File: src/rtl/nlfsr_coef_feeder_if.sv
// Coefficient-load and result bus between the coefficient feeder (master side)
// and the NLFSR / search controller (slave side).
interface nlfsr_coef_feeder_if #(
  parameter int NUM_OF_TAPS = 2
);
  logic                     start;
  logic                     ready;
  logic                     found;
  logic                     failure;
  logic                     ena;
  logic                     take_coef;
  logic [7:0]               coef;
  logic                     busy;
  logic                     done;
  logic                     hit_valid;
  logic [NUM_OF_TAPS*8-1:0] hit_taps;
  logic [15:0]              hit_count;
  logic                     timeout_err;

  modport master (
    input  start, ready, found, failure,
    output ena, take_coef, coef, busy, done, hit_valid, hit_taps, hit_count, timeout_err
  );

  modport slave (
    output start, ready, found, failure,
    input  ena, take_coef, coef, busy, done, hit_valid, hit_taps, hit_count, timeout_err
  );
endinterface

File: src/rtl/nlfsr_coef_feeder.sv
// Enumerates every strictly ascending tap tuple, streams it byte-serially into
// one NLFSR and collects the tuples the NLFSR reports as found.
module nlfsr_coef_feeder #(
  parameter int BYTES       = 4,
  parameter int NUM_OF_TAPS = 2,
  parameter int GAP_CYC     = 8,
  parameter int TIMEOUT     = 1024
) (
  input  logic                clk,
  input  logic                res,
  nlfsr_coef_feeder_if.master bus
);
  localparam int MAX_TAP = BYTES * 8 - 2;
  localparam int IDX_W   = (NUM_OF_TAPS > 1) ? $clog2(NUM_OF_TAPS) : 1;
  localparam int GAP_W   = $clog2(GAP_CYC + 1);
  localparam int TO_W    = $clog2(TIMEOUT + 1);

  typedef logic [NUM_OF_TAPS-1:0][7:0] tuple_t;

  typedef enum logic [2:0] {
    S_IDLE, S_WAIT_RDY, S_SEND, S_GAP, S_WAIT_RES, S_REPORT, S_NEXT, S_DONE
  } state_e;

  function automatic tuple_t first_tuple();
    tuple_t t;
    for (int i = 0; i < NUM_OF_TAPS; i++) t[i] = 8'(i + 1);
    return t;
  endfunction

  localparam tuple_t FIRST_TUPLE = first_tuple();

  state_e           state_q, state_d;
  logic [IDX_W-1:0] idx_q, idx_d;
  tuple_t           tap_q, tap_d;
  logic [7:0]       coef_q, coef_d;
  logic [GAP_W-1:0] gap_cnt_q, gap_cnt_d;
  logic [TO_W-1:0]  wait_cnt_q, wait_cnt_d;
  tuple_t           hit_taps_q, hit_taps_d;
  logic [15:0]      hit_count_q, hit_count_d;
  logic             timeout_q, timeout_d;

  logic             adv_found;
  logic [IDX_W-1:0] adv_pos;
  tuple_t           tap_adv;

  // Odometer step: bump the rightmost tap that still has headroom, then pack
  // every tap to its right directly behind it.
  always_comb begin
    adv_found = 1'b0;
    adv_pos   = '0;
    for (int i = 0; i < NUM_OF_TAPS; i++) begin
      if (tap_q[i] < 8'(MAX_TAP - (NUM_OF_TAPS - 1 - i))) begin
        adv_found = 1'b1;
        adv_pos   = IDX_W'(i);
      end
    end
    tap_adv    = tap_q;
    tap_adv[0] = (adv_found && adv_pos == '0) ? tap_q[0] + 8'd1 : tap_q[0];
    for (int j = 1; j < NUM_OF_TAPS; j++) begin
      if (adv_found && IDX_W'(j) == adv_pos) tap_adv[j] = tap_q[j] + 8'd1;
      else if (adv_found && IDX_W'(j) > adv_pos) tap_adv[j] = tap_adv[j-1] + 8'd1;
    end
  end

  // NOTE: every always_comb output gets a default first so no path leaves a
  // signal unassigned, which would otherwise infer a latch.
  always_comb begin
    state_d     = state_q;
    idx_d       = idx_q;
    tap_d       = tap_q;
    coef_d      = coef_q;
    gap_cnt_d   = gap_cnt_q;
    wait_cnt_d  = wait_cnt_q;
    hit_taps_d  = hit_taps_q;
    hit_count_d = hit_count_q;
    timeout_d   = timeout_q;

    unique case (state_q)
      S_IDLE, S_DONE: begin
        if (bus.start) begin
          state_d     = S_WAIT_RDY;
          idx_d       = '0;
          tap_d       = FIRST_TUPLE;
          hit_count_d = '0;
          timeout_d   = 1'b0;
        end
      end
      S_WAIT_RDY: begin
        if (bus.ready) begin
          state_d = S_SEND;
          coef_d  = tap_q[idx_q];
        end
      end
      S_SEND: begin
        state_d   = S_GAP;
        gap_cnt_d = '0;
      end
      S_GAP: begin
        if (gap_cnt_q == GAP_W'(GAP_CYC - 1)) begin
          if (idx_q < IDX_W'(NUM_OF_TAPS - 1)) begin
            idx_d   = idx_q + 1'b1;
            state_d = S_WAIT_RDY;
          end else begin
            state_d    = S_WAIT_RES;
            wait_cnt_d = '0;
          end
        end else begin
          gap_cnt_d = gap_cnt_q + 1'b1;
        end
      end
      S_WAIT_RES: begin
        if (bus.found) begin
          state_d    = S_REPORT;
          hit_taps_d = tap_q;
          if (hit_count_q != 16'hFFFF) hit_count_d = hit_count_q + 16'd1;
        end else if (bus.failure) begin
          state_d = S_NEXT;
        end else if (wait_cnt_q == TO_W'(TIMEOUT - 1)) begin
          state_d   = S_NEXT;
          timeout_d = 1'b1;
        end else begin
          wait_cnt_d = wait_cnt_q + 1'b1;
        end
      end
      S_REPORT: state_d = S_NEXT;
      S_NEXT: begin
        if (adv_found) begin
          tap_d   = tap_adv;
          idx_d   = '0;
          state_d = S_WAIT_RDY;
        end else begin
          state_d = S_DONE;
        end
      end
      default: state_d = S_IDLE;
    endcase
  end

  // NOTE: sequential state uses non-blocking assignments so every register
  // samples pre-edge values regardless of statement order.
  always_ff @(posedge clk or negedge res) begin
    if (!res) begin
      state_q     <= S_IDLE;
      idx_q       <= '0;
      tap_q       <= FIRST_TUPLE;
      coef_q      <= '0;
      gap_cnt_q   <= '0;
      wait_cnt_q  <= '0;
      hit_taps_q  <= '0;
      hit_count_q <= '0;
      timeout_q   <= 1'b0;
    end else begin
      state_q     <= state_d;
      idx_q       <= idx_d;
      tap_q       <= tap_d;
      coef_q      <= coef_d;
      gap_cnt_q   <= gap_cnt_d;
      wait_cnt_q  <= wait_cnt_d;
      hit_taps_q  <= hit_taps_d;
      hit_count_q <= hit_count_d;
      timeout_q   <= timeout_d;
    end
  end

  // Strobes decode straight from the state so reset forces them low at once.
  assign bus.busy        = (state_q != S_IDLE) && (state_q != S_DONE);
  assign bus.done        = (state_q == S_DONE);
  assign bus.ena         = bus.busy && (state_q != S_NEXT);
  assign bus.take_coef   = (state_q == S_SEND);
  assign bus.hit_valid   = (state_q == S_REPORT);
  assign bus.coef        = coef_q;
  assign bus.hit_taps    = hit_taps_q;
  assign bus.hit_count   = hit_count_q;
  assign bus.timeout_err = timeout_q;
endmodule

File: src/flat_wrapper.sv
// flat-port wrapper written by rule: the top's interface ports become plain ports
module nlfsr_coef_feeder_flat 
#(
  parameter int BYTES       = 4,
  parameter int NUM_OF_TAPS = 2,
  parameter int GAP_CYC     = 8,
  parameter int TIMEOUT     = 1024
)
  (clk, res, bus_start, bus_ready, bus_found, bus_failure, bus_ena, bus_take_coef, bus_coef, bus_busy, bus_done, bus_hit_valid, bus_hit_taps, bus_hit_count, bus_timeout_err);
  nlfsr_coef_feeder_if #(.NUM_OF_TAPS(NUM_OF_TAPS)) bus_i ();
  input  logic clk;
  input  logic res;
  input wire logic [$bits(bus_i.start)-1:0] bus_start;
  input wire logic [$bits(bus_i.ready)-1:0] bus_ready;
  input wire logic [$bits(bus_i.found)-1:0] bus_found;
  input wire logic [$bits(bus_i.failure)-1:0] bus_failure;
  output wire logic [$bits(bus_i.ena)-1:0] bus_ena;
  output wire logic [$bits(bus_i.take_coef)-1:0] bus_take_coef;
  output wire logic [$bits(bus_i.coef)-1:0] bus_coef;
  output wire logic [$bits(bus_i.busy)-1:0] bus_busy;
  output wire logic [$bits(bus_i.done)-1:0] bus_done;
  output wire logic [$bits(bus_i.hit_valid)-1:0] bus_hit_valid;
  output wire logic [$bits(bus_i.hit_taps)-1:0] bus_hit_taps;
  output wire logic [$bits(bus_i.hit_count)-1:0] bus_hit_count;
  output wire logic [$bits(bus_i.timeout_err)-1:0] bus_timeout_err;
  assign bus_i.start = bus_start;
  assign bus_i.ready = bus_ready;
  assign bus_i.found = bus_found;
  assign bus_i.failure = bus_failure;
  assign bus_ena = bus_i.ena;
  assign bus_take_coef = bus_i.take_coef;
  assign bus_coef = bus_i.coef;
  assign bus_busy = bus_i.busy;
  assign bus_done = bus_i.done;
  assign bus_hit_valid = bus_i.hit_valid;
  assign bus_hit_taps = bus_i.hit_taps;
  assign bus_hit_count = bus_i.hit_count;
  assign bus_timeout_err = bus_i.timeout_err;
  nlfsr_coef_feeder #(.BYTES(BYTES), .NUM_OF_TAPS(NUM_OF_TAPS), .GAP_CYC(GAP_CYC), .TIMEOUT(TIMEOUT)) u_core (.clk(clk), .res(res), .bus(bus_i));
endmodule
File: config.mk
export PLATFORM = sky130hd
export DESIGN_NAME = nlfsr_coef_feeder_flat
export DESIGN_NICKNAME = d
export VERILOG_FILES = /design/src/rtl/nlfsr_coef_feeder_if.sv /design/src/rtl/nlfsr_coef_feeder.sv /design/src/flat_wrapper.sv
export SDC_FILE = /design/constraint.sdc
export NUM_CORES = 1
export LEC_CHECK = 0
export ABC_AREA = 1
export CAP_MARGIN = 15
export CORE_MARGIN = 2
export CORE_UTILIZATION = 45
export DETAILED_ROUTE_END_ITERATION = 10
export PLACE_DENSITY = 0.67
export SYNTH_ARGS = -nofsm -noshare
export SYNTH_HDL_FRONTEND = slang
export SYNTH_SLANG_ARGS = --single-unit
File: constraint.sdc
create_clock -name clk -period 6.5 [get_ports clk]
set_clock_uncertainty 0.15 [all_clocks]
set_input_delay 1.3 -clock clk [delete_from_list [all_inputs] [get_ports clk]]
set_output_delay 1.3 -clock clk [all_outputs]
set_load 0.005 [all_outputs]
After elaboration in Yosys (flattened, before gate mapping)
Cells that the tools add are included.
- flip-flop bits (word level): 76
- latch bits: 0
- memory bits (writable): 0
- bits in read-only memories: 0
- bits of input ports: 6
- output and inout bits: 46
- word-level logic and storage cells: 115
- memories kept: 0
- $add $sub $neg: 7
- multipliers: 0
- divide/modulo/power cells: 0
- $lt $le $gt $ge: 5
- eq/ne operators: 27
- shift-type cells: 0
- muxes and demuxes: 41
- bitwise operators: 1
- reductions and logical operators: 23
- operators by type and width (operator ; number):
    two-way mux 16 bit ; 5
    one-hot mux 16 bit (2 select lines) ; 2
    two-way mux 11 bit ; 5
    two-way mux 8 bit ; 5
    adder 8 x 1 -> 8 bit, second input constant ; 3
    two-way mux 3 bit ; 8
    one-hot mux 11 bit (2 select lines) ; 1
    one-hot mux 3 bit (7 select lines) ; 1
    adder 16 x 1 -> 16 bit, second input constant ; 1
    < comparator 8 x 5 -> 1 bit, second input constant ; 2
    != test 16 bit, second input constant ; 1
    != test 2 bit, second input constant ; 8
    == test 3 bit, second input constant ; 4
    AND reduction 4 bit ; 3
    adder 11 x 1 -> 11 bit, second input constant ; 1
    == test 11 x 10 -> 1 bit, second input constant ; 1
    two-way mux 1 bit ; 10
    != test 2 x 1 -> 1 bit, second input constant ; 5
    AND reduction 5 bit ; 2
    one-hot mux 4 bit (2 select lines) ; 1
    nonzero test 2 bit ; 4
    == test 3 x 2 -> 1 bit, second input constant ; 2
    != test 3 bit, second input constant ; 2
    AND reduction 2 bit ; 3
    19 further kinds ; 24

Logic depth before layout (Yosys ltp)
- depth in word-level cells: 10
- mapped depth: 18

Worst setup path before layout
OpenSTA, ideal clock, no wires.
- path type: input -> register
- from: input port bus_found
- to: register u_core.wait_cnt_q[4]
- data arrival time: 2072 ps
- setup slack: 4161 ps
- stages on the path: 8
- cells stage by stage: nor2_1 -> nor2_1 -> nor2_4 -> nand2_4 -> nor2_4 -> nand3_1 -> nand2_1 -> a21oi_2
- longest elaborated chain between the ends: 2
- ends and longest elaborated chain (what ; line ; RTL):
    start, declared ; flat_wrapper.sv:15 ; input wire logic [$bits(bus_i.found)-1:0] bus_found;
    != test 2 bit (no source line) ; -- ;
    AND reduction 6 bit (no source line) ; -- ;
    end signal, assigned ; nlfsr_coef_feeder.sv:158 ; wait_cnt_q <= wait_cnt_d;
    end, declared ; nlfsr_coef_feeder.sv:37 ; logic [TO_W-1:0] wait_cnt_q, wait_cnt_d;
Every way passes these cells.
A chain may end at the register's enable or synchronous reset.

Worst setup path in the final report
- from: register u_core.state_q[0]
- to: output port bus_ena
- longest elaborated chain between the ends: 3
- ends and longest elaborated chain (what ; line ; RTL):
    start, declared ; nlfsr_coef_feeder.sv:32 ; state_e state_q, state_d;
    start signal, assigned ; nlfsr_coef_feeder.sv:153 ; state_q <= state_d;
    != test 3 bit or nonzero test 3 bit (tied branches) ; nlfsr_coef_feeder.sv:166 ; assign bus.busy = (state_q != S_IDLE) && (state_q != S_DONE);
    logical AND 1 bit ; nlfsr_coef_feeder.sv:166 ;
    logical AND 1 bit (*) ; nlfsr_coef_feeder.sv:168 ; assign bus.ena = bus.busy && (state_q != S_NEXT);
    end, declared ; flat_wrapper.sv:17 ; output wire logic [$bits(bus_i.ena)-1:0] bus_ena;
Mark *: on every way between the ends. The rest lies on a longest branch, timed or not.

==> flow_results.org <==
** Drt
- Number of violations reported at the end of detailed-routing iteration 0 :: 152
- Total met2 wirelength after detailed routing :: 4480 um
- Dividing the detail-routed wire length by the instance count gives 13.7 um.
- For this block, wires on met1 add up to 4240 um.
- Post-detailed-route count of antenna-violating nets :: 0
- In this run the top signal layer used is met4.
- Met3 WL post-DR :: 309 um
- After detailed routing, the number of remaining DRC violations is 0.
- Iteration count of the initial detailed-routing pass :: 4
- Via-per-instance ratio :: 5.13
- The final layout contains routed wiring with a total length of 9120 um.
- Vias :: 3423

** STA
- The total count of hold-check failures in the final report was 0.
- Slew at the pin closest to its max-slew limit :: 0.965 ns
- Static timing analysis puts the maximum clock frequency at 303 MHz.
- Number of max-slew violations in the final report :: 0
- Worst slew margin relative to its limit :: 35.7%
- After layout, the minimum clock period comes to 3.30 ns.
- Minimum setup slack in the final design :: 3.20 ns
- After layout, the worst path uses 50.7% of the clock period.
- Hold is met by 0.336 ns.
- Summed over all failing endpoints, the final setup total negative slack is 0 ns.
- Unrepaired setup endpoints after global routing :: false
- Setup violations, final :: 0

** Place
- Number of placed instances with taps included :: 651
- Post-DP HPWL :: 6470 um
- Count of input and output buffers :: 51
- At the end of routability-driven placement, the weighted congestion stood at 0.842.
- Pre-CTS setup slack :: 3.03 ns

** Worst setup path
- Kind of launch point of the worst setup path :: register
- Of all nets on the critical path, the largest fanout is 5.
- At the worst endpoint, the required time is 5.05 ns.
- Critical path startpoint :: u_core.state_q[0]
- The worst setup path is captured at an output pin.
- Crit Path Category :: register to output pin
- Data arrives at the worst endpoint at 1.85 ns.
- Counting cells, the worst reg-to-reg path comes to 10.
- Startpoint of the worst register-to-register path :: u_core.tap_q[9]

** Logic synthesis
- For this run, asynchronously set or reset flops after synthesis account for 100%.
- The synthesized netlist contains 37 unique library cells.
- Sequential element share of the synthesized area :: 47.5%
- Combined area of all synthesized cells :: 4010 sq um
- Synthesis produced a netlist whose cell count is 504.
- The Yosys step of the flow raised 0 warnings.
- Count of flip-flops with a built-in enable after synthesis :: 0
- Count of state elements after synthesis :: 76
- Each instance of the synthesized netlist takes up on average 7.95 sq um.
- When the netlist entered floorplanning its net count stood at 516.
- For this run, the leading register cell type out of synthesis is dfrtp_1.

** Clocking
- Clock-pin slew was measured on the worst setup and hold paths at 0.08 ns.
- Number of CTS-inserted buffers :: 9
- Deepest clock path buffer count :: 2
- Htree depth :: 3
- Clk sinks :: 76
- TritonCTS clock tree :: done
- Master cell of the clock root buffer :: clkbuf_8
- Later-pin clock latency in the skew report :: 0.35 ns
- Number of hold buffers added after cts :: 0
- Once the clock tree was built, the resizer swapped 0 gates to a different size.
- Post-CTS setup buffers :: 0

** Status
- Run status :: finished, final reports clean

** Global routing
- Number of global-route vias before repair :: 3263
- Across every metal layer, demand over resource in global routing totals 19.9%.
- Wire length of the first global-routing pass :: 15500 um
- Summed over all layers, the global routing overflow is 0.
- The number of antenna violations at the first check in global routing was 0.
- Maximum number of pins on one net before global-route repair :: 77

** Layout
- Relative to the synthesized area, the layout overhead comes to 20.5%.
- Nets@finish :: 566
- Excluding fillers, the count of instances in the completed layout stands at 667.
- Most frequent cells in the layout :: nand2_1 (144), dfrtp_1 (74), inv_1 (50), clkdlybuf4s50_1 (50), nor2_1 (48)
- Leaving out fill and tap cells, the most frequent cell in the layout is nand2_1.
- Proportion of layout cells with a drive suffix above 1 :: 8.41%
- Core utilization of the finished layout :: 55.6%
- The number of antenna diodes in the final layout is 0.
- Counting the fill cells in the layout gives 825.

** Flow run
- Across the run, the number of max-cap violations was 0.

** Die
- Die X :: 98.3 um
- FP Rows :: 34
- Pin placement for this block handled 52 I/O pins.
- The total area inside the core boundary comes to 8680 sq um.
- Effective utilization at floorplan :: 46.2%
- The die is 98.3 um tall.
- Die footprint :: 9670 sq um

** Worst hold path
- In this run the most critical hold path is launched from u_core.bus.hit_taps[10].
- Hold crit path type :: register to register
- WHS Path Cells :: 2

** Power and ir drop
- Power per standard cell area :: 353 nW/um^2
- Leakage component of the power :: 2.21 nW
- The worst-case IR drop observed on VDD is 0.195 mV.
worst paths after layout:
| path | endpoint | slack [ns] |
|---|---|---|
| max | bus_ena | 3.20 |
| min | u_core.bus.hit_taps[10] | 0.34 |
| max reg2reg | u_core.tap_q[0] | 3.60 |
| min reg2reg | u_core.bus.hit_taps[10] | 0.34 |
| max in group asynchronous | u_core.bus.hit_count[13] | 4.63 |
| min in group asynchronous | u_core.bus.hit_count[12] | 0.94 |
state kept, by name (all words and copies together), names as in the netlist:
| signal | count |
|---|---|
| u_core.idx_q | 1 |
| u_core.bus.coef | 8 |
| u_core.wait_cnt_q | 11 |
| u_core.bus.hit_taps | 16 |
| u_core.gap_cnt_q | 4 |
| u_core.tap_q | 16 |
| u_core.bus.timeout_err | 1 |
| u_core.bus.hit_count | 16 |
| u_core.state_q | 3 |
metal layers:
layer | vias to the layer above | GRT usage [%]
li1 | 1732 | -
met1 | 1624 | 26.1
met2 | 58 | 33.0
met3 | 9 | 3.22
met4 | 0 | 7.80
met5 | - | 0
cell families after synthesis:
| kind of cell | Yosys count | share of synthesized area, % |
|---|---|---|
| flip-flops | 76 | 47.5 |
| adder cells (fa/ha/maj) | 6 | 1.87 |
| AO/OA/AOI/OAI | 80 | 11.8 |
| AND/OR/NAND/NOR | 256 | 27.6 |
| XOR/XNOR | 18 | 3.94 |
| buffers and inverters | 68 | 7.19 |
through the flow:
stage / cell area [sq um] / power [mW]
6_report: 4830 / 1.70
5_1_grt: 4830 / 1.82
4_1_cts: 4830 / 1.72
3_5_place_dp: 4580 / 1.26
3_3_place_gp: 4580 / 1.25
2_1_floorplan: 4010 / 1.00
area by class of cell:
class	instances	area, sq um	share of cell area (%)
Timing Repair Buffer	51	508	10.5
Tap cell	108	135	2.80
Clock inverter	4	95.1	1.97
Sequential cell	76	1900	39.5
Inverter	56	215	4.46
Clock buffer	12	155	3.21
Multi-Input combinational cell	360	1810	37.6
worst max-delay path: stages, from the launching register on:
cell and delay (ns):
dfrtp_1 0.44, inv_1 0.09, nand2_1 0.09, nor2_1 0.27
nor2_1 0.14, clkdlybuf4s50_1 0.48
cell usage after synthesis (2+ instances only):
library cell    n  area [sq um]
dfstp_2         2          52.6
clkbuf_1        7          26.3
xnor2_1         4          35.0
nand3_1        33           165
nand2_1       144           541
nor2_1         48           180
o21ai_2         2          17.5
inv_2           5          18.8
inv_1          50           188
dfrtp_1        74          1850
xor2_1         14           123
o21ai_0        27           135
buf_6           3          33.8
nor2_2          6          37.5
o22ai_1         4          25.0
nor3_1          5          25.0
a21oi_1        17          85.1
ha_1            6          75.1
o31ai_1        12          90.1
nand2_2         6          37.5
nand2_4         2          22.5
nor2_4          4          45.0
o21ai_1         2          10.0
a31oi_1        10          62.6
nand4_1         5          31.3
report_power, final:
part | leakage [nW] | internal [mW] | switching (mW)
Combinational | 1.09 | 0.264 | 0.310
Clock | 0.127 | 0.276 | 0.173
Sequential | 0.993 | 0.590 | 0.0893
Power figures use the tool's default switching activity.
